--- config.mk ---
export PLATFORM = sky130hd
export DESIGN_NAME = hazard_unit_flat
export DESIGN_NICKNAME = d
export VERILOG_FILES = /design/src/rtl/hazard_unit_pkg.sv /design/src/rtl/hazard_unit_if.sv /design/src/rtl/hazard_unit_cmp.sv /design/src/rtl/hazard_unit.sv /design/src/flat_wrapper.sv
export SDC_FILE = /design/constraint.sdc
export NUM_CORES = 1
export LEC_CHECK = 0
export ABC_AREA = 0
export CAP_MARGIN = 20
export CORE_MARGIN = 1.5
export CORE_UTILIZATION = 32
export CTS_BUF_LIST = sky130_fd_sc_hd__clkbuf_2
export CTS_CLUSTER_SIZE = 16
export DETAILED_ROUTE_END_ITERATION = 12
export PLACE_DENSITY = 0.83
export SLEW_MARGIN = 25
export SYNTH_ARGS = -nofsm -noshare
export SYNTH_HDL_FRONTEND = slang
export SYNTH_SLANG_ARGS = --single-unit
--- constraint.sdc ---
create_clock -name clk -period 5.5 [get_ports clk]
set_clock_uncertainty 0.2 [all_clocks]
set_input_delay 1.375 -clock clk [delete_from_list [all_inputs] [get_ports clk]]
set_output_delay 1.375 -clock clk [all_outputs]
set_load 0.005 [all_outputs]
--- src/rtl/hazard_unit_pkg.sv ---
// Shared types and constants for the pipeline hazard unit: register-file geometry,
// memory-wait timeout default and the controller state encoding.
package hazard_unit_pkg;

    localparam int unsigned RegAddrWidth      = 5;
    localparam int unsigned RegWidth          = 32;
    localparam int unsigned MemTimeoutDefault = 15;

    typedef enum logic [1:0] {
        StIdle,
        StLoadUse,
        StMemWait,
        StFlush
    } hz_state_e;

endpackage

--- src/rtl/hazard_unit_if.sv ---
// Decode/execute/memory-stage view of the hazard unit: pipeline sources drive the
// operand and memory status, the hazard unit returns stall/flush controls.
interface hazard_unit_if;
    import hazard_unit_pkg::*;

    logic [RegAddrWidth-1:0] id_rs1_addr;
    logic [RegAddrWidth-1:0] id_rs2_addr;
    logic                    id_rs1_used;
    logic                    id_rs2_used;
    logic [RegAddrWidth-1:0] ex_rd_addr;
    logic                    ex_is_load;
    logic                    branch_taken;
    logic                    dmem_req;
    logic                    dmem_ack;

    logic                    stall_if;
    logic                    stall_id;
    logic                    stall_ex;
    logic                    stall_mem;
    logic                    flush_id;
    logic                    flush_ex;
    logic                    mem_err;

    modport master (
        output id_rs1_addr, id_rs2_addr, id_rs1_used, id_rs2_used,
        output ex_rd_addr, ex_is_load, branch_taken, dmem_req, dmem_ack,
        input  stall_if, stall_id, stall_ex, stall_mem, flush_id, flush_ex, mem_err
    );

    modport slave (
        input  id_rs1_addr, id_rs2_addr, id_rs1_used, id_rs2_used,
        input  ex_rd_addr, ex_is_load, branch_taken, dmem_req, dmem_ack,
        output stall_if, stall_id, stall_ex, stall_mem, flush_id, flush_ex, mem_err
    );

endinterface

--- src/rtl/hazard_unit_cmp.sv ---
// Single-source load-use compare: hit when a GPR-writing load in execute targets a
// register (other than x0) that this source actually reads.
module hazard_cmp
    import hazard_unit_pkg::*;
(
    input  logic [RegAddrWidth-1:0] rs,
    input  logic                    used,
    input  logic [RegAddrWidth-1:0] rd,
    input  logic                    is_load,
    output logic                    hit
);

    assign hit = is_load && used && (rd != '0) && (rs == rd);

endmodule

--- src/rtl/hazard_unit.sv ---
// Pipeline hazard controller: memory-wait stalls with timeout, branch flush and
// load-use bubble. Define HAZARD_PERF_CNT_EN to add the stall_cycles counter.
module hazard_unit
    import hazard_unit_pkg::*;
#(
    parameter int unsigned MEM_TIMEOUT = MemTimeoutDefault
) (
    input  logic         clk,
    input  logic         rst,
    hazard_unit_if.slave hz
`ifdef HAZARD_PERF_CNT_EN
    ,
    output logic [31:0]  stall_cycles
`endif
);

    localparam int unsigned CntW = (MEM_TIMEOUT > 0) ? $clog2(MEM_TIMEOUT + 1) : 1;

    hz_state_e       state_q, state_d;
    logic [CntW-1:0] wait_cnt_q, wait_cnt_d;

    logic hit_rs1, hit_rs2, load_use, mem_wait;
    logic stall_front, stall_back, flush_front, flush_back, err;

    hazard_cmp u_cmp_rs1 (
        .rs      (hz.id_rs1_addr),
        .used    (hz.id_rs1_used),
        .rd      (hz.ex_rd_addr),
        .is_load (hz.ex_is_load),
        .hit     (hit_rs1)
    );

    hazard_cmp u_cmp_rs2 (
        .rs      (hz.id_rs2_addr),
        .used    (hz.id_rs2_used),
        .rd      (hz.ex_rd_addr),
        .is_load (hz.ex_is_load),
        .hit     (hit_rs2)
    );

    assign load_use = hit_rs1 || hit_rs2;
    assign mem_wait = hz.dmem_req && !hz.dmem_ack;

    always_comb begin
        state_d     = state_q;
        wait_cnt_d  = wait_cnt_q;
        stall_front = 1'b0;
        stall_back  = 1'b0;
        flush_front = 1'b0;
        flush_back  = 1'b0;
        err         = 1'b0;
        unique case (state_q)
            StMemWait: begin
                // Branches and load-use are ignored here: execute is frozen.
                if (hz.dmem_ack) begin
                    state_d = StIdle;
                end else if (wait_cnt_q == CntW'(MEM_TIMEOUT)) begin
                    err     = 1'b1;
                    state_d = StIdle;
                end else begin
                    stall_front = 1'b1;
                    stall_back  = 1'b1;
                    wait_cnt_d  = wait_cnt_q + CntW'(1);
                end
            end
            StIdle, StLoadUse, StFlush: begin
                if (mem_wait) begin
                    stall_front = 1'b1;
                    stall_back  = 1'b1;
                    wait_cnt_d  = '0;
                    state_d     = StMemWait;
                end else if (state_q != StIdle) begin
                    state_d = StIdle;
                end else if (hz.branch_taken) begin
                    flush_front = 1'b1;
                    flush_back  = 1'b1;
                    state_d     = StFlush;
                end else if (load_use) begin
                    stall_front = 1'b1;
                    flush_back  = 1'b1;
                    state_d     = StLoadUse;
                end
            end
            default: state_d = StIdle;
        endcase
        if (rst) begin
            stall_front = 1'b0;
            stall_back  = 1'b0;
            flush_front = 1'b0;
            flush_back  = 1'b0;
            err         = 1'b0;
        end
    end

    always_ff @(posedge clk) begin
        if (rst) begin
            state_q    <= StIdle;
            wait_cnt_q <= '0;
        end else begin
            state_q    <= state_d;
            wait_cnt_q <= wait_cnt_d;
        end
    end

    assign hz.stall_if  = stall_front;
    assign hz.stall_id  = stall_front;
    assign hz.stall_ex  = stall_back;
    assign hz.stall_mem = stall_back;
    assign hz.flush_id  = flush_front;
    assign hz.flush_ex  = flush_back;
    assign hz.mem_err   = err;

`ifdef HAZARD_PERF_CNT_EN
    logic [31:0] stall_cycles_q, stall_cycles_d;

    assign stall_cycles_d = stall_cycles_q + {31'd0, stall_front};

    always_ff @(posedge clk) begin
        if (rst) begin
            stall_cycles_q <= '0;
        end else begin
            stall_cycles_q <= stall_cycles_d;
        end
    end

    assign stall_cycles = stall_cycles_q;
`endif

endmodule

--- src/flat_wrapper.sv ---
// flat-port wrapper written by rule: the top's interface ports become plain ports
module hazard_unit_flat import hazard_unit_pkg::*;
#(
    parameter int unsigned MEM_TIMEOUT = MemTimeoutDefault
)
  (clk, rst, hz_id_rs1_addr, hz_id_rs2_addr, hz_id_rs1_used, hz_id_rs2_used, hz_ex_rd_addr, hz_ex_is_load, hz_branch_taken, hz_dmem_req, hz_dmem_ack, hz_stall_if, hz_stall_id, hz_stall_ex, hz_stall_mem, hz_flush_id, hz_flush_ex, hz_mem_err);
  hazard_unit_if hz_i ();
  input  logic clk;
  input  logic rst;
  input wire logic [$bits(hz_i.id_rs1_addr)-1:0] hz_id_rs1_addr;
  input wire logic [$bits(hz_i.id_rs2_addr)-1:0] hz_id_rs2_addr;
  input wire logic [$bits(hz_i.id_rs1_used)-1:0] hz_id_rs1_used;
  input wire logic [$bits(hz_i.id_rs2_used)-1:0] hz_id_rs2_used;
  input wire logic [$bits(hz_i.ex_rd_addr)-1:0] hz_ex_rd_addr;
  input wire logic [$bits(hz_i.ex_is_load)-1:0] hz_ex_is_load;
  input wire logic [$bits(hz_i.branch_taken)-1:0] hz_branch_taken;
  input wire logic [$bits(hz_i.dmem_req)-1:0] hz_dmem_req;
  input wire logic [$bits(hz_i.dmem_ack)-1:0] hz_dmem_ack;
  output wire logic [$bits(hz_i.stall_if)-1:0] hz_stall_if;
  output wire logic [$bits(hz_i.stall_id)-1:0] hz_stall_id;
  output wire logic [$bits(hz_i.stall_ex)-1:0] hz_stall_ex;
  output wire logic [$bits(hz_i.stall_mem)-1:0] hz_stall_mem;
  output wire logic [$bits(hz_i.flush_id)-1:0] hz_flush_id;
  output wire logic [$bits(hz_i.flush_ex)-1:0] hz_flush_ex;
  output wire logic [$bits(hz_i.mem_err)-1:0] hz_mem_err;
  assign hz_i.id_rs1_addr = hz_id_rs1_addr;
  assign hz_i.id_rs2_addr = hz_id_rs2_addr;
  assign hz_i.id_rs1_used = hz_id_rs1_used;
  assign hz_i.id_rs2_used = hz_id_rs2_used;
  assign hz_i.ex_rd_addr = hz_ex_rd_addr;
  assign hz_i.ex_is_load = hz_ex_is_load;
  assign hz_i.branch_taken = hz_branch_taken;
  assign hz_i.dmem_req = hz_dmem_req;
  assign hz_i.dmem_ack = hz_dmem_ack;
  assign hz_stall_if = hz_i.stall_if;
  assign hz_stall_id = hz_i.stall_id;
  assign hz_stall_ex = hz_i.stall_ex;
  assign hz_stall_mem = hz_i.stall_mem;
  assign hz_flush_id = hz_i.flush_id;
  assign hz_flush_ex = hz_i.flush_ex;
  assign hz_mem_err = hz_i.mem_err;
  hazard_unit #(.MEM_TIMEOUT(MEM_TIMEOUT)) u_core (.clk(clk), .rst(rst), .hz(hz_i));
endmodule
**Word level (Yosys, flattened, before mapping)**

Cells that the tools add are included.

- Bitwise gates (word level): 0
- Shift-type cells: 0
- Order comparisons: 0
- Add/sub/neg operators: 1
- Reductions and logical operators: 15
- Divide/modulo/power cells: 0
- Multiplexer cells: 36
- Multiply operators: 0
- Eq/ne operators: 11

Operators by type and width:

| operator | count |
|---|---|
| 2-to-1 mux 1 bit | 23 |
| 2-to-1 mux 2 bit | 6 |
| 2-to-1 mux 4 bit | 3 |
| equality test 5 bit | 2 |
| one-hot mux 4 bit (2 select lines) | 1 |
| logical AND 1 bit | 7 |
| != test 5 x 2 -> 1 bit, second input constant | 1 |
| nonzero test 5 bit | 1 |
| adder 4 x 1 -> 4 bit, second input constant | 1 |
| equality test 2 bit, second input constant | 2 |
| equality test 4 bit, second input constant | 1 |
| != test 2 bit, second input constant | 2 |
| one-hot mux 1 bit (2 select lines) | 2 |
| one-hot mux 2 bit (2 select lines) | 1 |
| != test 3 x 2 -> 1 bit, second input constant | 1 |
| AND reduction 3 bit | 1 |
| OR reduction 3 bit | 1 |
| equality test 2 x 1 -> 1 bit, second input constant | 1 |
| zero test 2 bit | 1 |
| != test 2 x 1 -> 1 bit, second input constant | 1 |
| AND reduction 2 bit | 1 |
| nonzero test 2 bit | 1 |
| zero test 1 bit | 1 |
| logical OR 1 bit | 1 |

- Memories: 0
- RAM bits: 0
- Flip-flop bits (word level): 6
- Bits in latches: 0
- Input port bits: 23
- Output and inout bits: 7
- Logic and storage cells: 65
- ROM bits: 0

**Logic depth before layout (Yosys ltp)**

- Depth in word-level cells: 10
- Mapped depth: 5

**By module**

Synthesis repeated with hierarchy kept, for this count alone.

- Cells, all modules: 68
- Area total of the unflattened synthesis: 528.0 um^2

By module, submodules not included:

| module | times used | sequential area each (um^2) | area an instance (um^2) | cells an instance |
|---|---|---|---|---|
| hazard_unit | 1 | 120.1 | 375.4 | 48 |
| hazard_cmp | 2 | 0.0 | 76.3 | 10 |

**Worst setup path after synthesis**

No wires, ideal clock.

- Path kind: input -> output
- Start: input port hz_ex_rd_addr[0]
- End: output port hz_stall_if
- Arrival time: 2.309 ns
- Path buffers: 1
- Setup slack: 1.616 ns
- Stages on the path: 4
- Cells stage by stage: or4_4 -> o211ai_2 -> o22ai_1 -> buf_4

- Word-level cells in the longest chain between the ends: 10

RTL lines:

| item | RTL line | text |
|---|---|---|
| start, declared | flat_wrapper.sv:14 | `input wire logic [$bits(hz_i.ex_rd_addr)-1:0] hz_ex_rd_addr;` |
| nonzero test 5 bit | hazard_unit_cmp.sv:13 | `assign hit = is_load && used && (rd != '0) && (rs == rd);` |
| logical AND 1 bit (2 in series) | hazard_unit_cmp.sv:13 |  |
| logical OR 1 bit (*) | hazard_unit.sv:41 | `assign load_use = hit_rs1 \|\| hit_rs2;` |
| 2-to-1 mux 1 bit (*) | hazard_unit.sv:78 | `end else if (load_use) begin` |
| 2-to-1 mux 1 bit (*) | hazard_unit.sv:74 | `end else if (hz.branch_taken) begin` |
| 2-to-1 mux 1 bit (*) | hazard_unit.sv:72 | `end else if (state_q != StIdle) begin` |
| 2-to-1 mux 1 bit (*) | hazard_unit.sv:67 | `if (mem_wait) begin` |
| one-hot mux 1 bit (2 select lines) (*) | hazard_unit.sv:52 | `unique case (state_q)` |
| 2-to-1 mux 1 bit (*) | hazard_unit.sv:86 | `if (rst) begin` |
| end, declared | flat_wrapper.sv:19 | `output wire logic [$bits(hz_i.stall_if)-1:0] hz_stall_if;` |

Mark *: on every way between the ends. The rest lies on a longest branch, timed or not.

**Worst setup path in the final report**

- Start: input port rst
- End: output port hz_flush_ex

- Word-level cells in the longest chain between the ends: 1

RTL lines:

| item | RTL line | text |
|---|---|---|
| start, declared | flat_wrapper.sv:9 | `input logic rst;` |
| 2-to-1 mux 1 bit | hazard_unit.sv:86 |  |
| end, declared | flat_wrapper.sv:24 | `output wire logic [$bits(hz_i.flush_ex)-1:0] hz_flush_ex;` |

Every way passes these cells.

==> run summary <==
Final Hold Vio Count -> 0
Clk Tree Root Cell -> clkbuf_2
Outcome -> complete, no violations
Slew margin rel. -> 72.8%
Post-synth EDFFs -> 0
Post-Synthesis Cells -> 58
Placed cell areas -> 787 sq um
Via count -> 528
DP HPWL -> 1140 um
Ys Warns -> 0
Drt first pass iters -> 4
P per Cell Area -> 154 nW/um^2
Die Footprint -> 1800 sq um
Routed wire length -> 1340 um
CP Class -> in2out
Largest net degree at the start of global routing -> 11
GP Congestion -> 0.825
Core Region -> 1470 sq um
GR Overflow Total -> 0
Maxcap violations -> 0
Die height -> 42.4 um
Slowest cell on crit path -> clkdlybuf4s50_1
Async set or reset register ratio after synthesis -> 0%
Final setup fails -> 0
WL per Instance -> 13.0 um
Final ANT Viol Nets -> 0
Clk_lat worst skew -> 0.23 ns
Design area -> 802 sq um
# DRC -> 0
Syn_area_per_cell -> 8.56 sq um
Ys flop type -> dfxtp_1
CP most frequent cell -> clkdlybuf4s50_1
Fin Hold WS -> 0.300 ns
Worst-Margin Slew -> 0.408 ns
Fin Setup TNS -> 0 ns
Period utilisation layout -> 88.0%
Syn Std Cell Area -> 497 sq um
Worst setup EP type -> output port
WP data required -> 3.92 ns
Rows -> 14
CTS sink count -> 6
Synth Register Bits -> 6
Starting density of the core -> 33.8%
CP max FO -> 10
CP cell instances -> clkdlybuf4s50_1, nor4_1, and2_1, o21bai_1, clkdlybuf4s50_1
# port buffers -> 29
Vias per cell -> 5.13
Area grow syn2layout -> 61.5%
HP Class -> reg2reg
Inserted Diodes -> 0
Number of buffers added for setup after CTS -> 0
Vias in the first global route -> 543
Pleak -> 0.000288 uW
Worst EP arrival -> 3.26 ns
CTS H-tree lvls -> 1
Hold_buf cts -> 0
Sequential area share after synthesis -> 24.2%
Setup crit start kind -> input pin
RSZ-0062 raised after global routing -> no
Layout Nets -> 113
Yosys cell types -> 26
Share of layout cells above drive strength 1 -> 8.05%
Max Clock Freq -> 207 MHz
Net count after synthesis -> 82
Synth area leader -> dfxtp_1
CTS tree -> built
Crit path time final -> 4.84 ns
Final Max Slew Viols -> 0
Total GRT Usage -> 16.9%
Antenna violations before repair -> 0
Top-area cell type share of the netlist area -> 24.2%
Top cells by area, synth -> dfxtp_1 (24%), xor2_1 (18%), nor4_1 (6.3%)
Global-route wire length before repair -> 2300 um
Detailed Route Iter0 Violations -> 14
CP peak stage delay -> 0.59 ns
Ports -> 30
Max rail drop VDD -> 0.110 mV
Post_cts resized -> 0
Clock Path Buffers -> 2
CTS buffer count -> 3
CTS clk-pin slew, worst paths -> 0.06 ns
Die W -> 42.4 um
-- power breakdown --
part | internal, uW | switching [uW]
Combinational | 28.2 | 16.9
Clock | 14.7 | 16.1
Sequential | 45.3 | 2.27
Total | 88.3 | 35.2
-- worst paths after layout --
check | to | start | slack [ns] | cells after the start
worst max-delay path | hz_flush_ex | rst | 0.66 | 5
worst min-delay path | u_core.wait_cnt_q[0]$_SDFFE_PP0P_ | u_core.wait_cnt_q[0]$_SDFFE_PP0P_ | 0.30 | 2
worst max register to register | u_core.wait_cnt_q[0]$_SDFFE_PP0P_ | u_core.wait_cnt_q[0]$_SDFFE_PP0P_ | 3.77 | 5
worst min register to register | u_core.wait_cnt_q[0]$_SDFFE_PP0P_ | u_core.wait_cnt_q[0]$_SDFFE_PP0P_ | 0.30 | 2
-- layout make-up --
| type | count | area [sq um] |
|---|---|---|
| clock buffer | 3 | 15.0 |
| fill | 143 | 669 |
| multi-input combinational | 49 | 357 |
| sequential | 6 | 120 |
| tap | 16 | 20.0 |
| timing repair buffer | 29 | 290 |
-- metrics by stage --
step	utilization [%]	worst slack [ns]	total power (uW)	std cells
after global placement	53.5	0.629	92.7	100
final	54.5	0.660	123	103
after global routing	54.5	0.537	132	103
after detailed placement	53.5	0.642	93.5	100
after CTS	54.5	0.644	125	103
after floorplan	-	1.62	67.1	58
-- flip-flops by register name (all words and copies together) (netlist names) --
signal,cells
u_core.state_q,2
u_core.wait_cnt_q,4
-- per-layer routing --
layer | vias up | routed length, um | GRT usage, %
met4 | 0 | 13 | 6.88
li1 | 269 | - | -
met5 | - | 0 | 0
met1 | 246 | 589 | 19.1
met3 | 2 | 38 | 5.17
met2 | 11 | 701 | 29.2
-- Yosys cell counts (2+ instances only) --
cell      number
xnor2_1        2
nand3_1        4
dfxtp_1        6
buf_4          2
xor2_1        10
a21oi_1        3
nor4_1         5
nor3_1         2
o211ai_2       2
nor2_1         2
and2_1         2
nand2_1        3
o21bai_1       2
-- cells in the final DEF (no fill, tap or decap), drive strengths merged --
cell type,Yosys,layout
ha,1,1
nand2b,1,1
nor3,2,2
a21oi,3,3
nor2b,1,1
nand3,4,4
o211ai,2,2
a22oi,1,1
or2,1,1
xnor2,2,2
nand3b,1,1
o21bai,2,2
nor4,5,5
nor2,2,2
xor2,10,10
clkdlybuf4s50,0,29
or4,1,1
nor3b,1,1
dfxtp,6,6
clkbuf,0,3
nand2,3,3
and3,1,1
and2,3,3
a32oi,1,1
o22ai,1,1
-- cell families after synthesis --
family / after synthesis / synth area share [%]
xor gates and xnor gates: 12 / 21.2
buffers and inverters: 3 / 4.03
adders and majority gates: 1 / 2.52
AOI/OAI and AO/OA: 10 / 15.6
and+or+nand+nor: 26 / 32.5
DFF: 6 / 24.2
-- worst max-delay path: cells and delay by family --
kind	cells	cell delay, ns
simple gates	2	0.64
compound gates	1	0.13
buf+inv	2	1.12
Power figures use the tool's default switching activity.
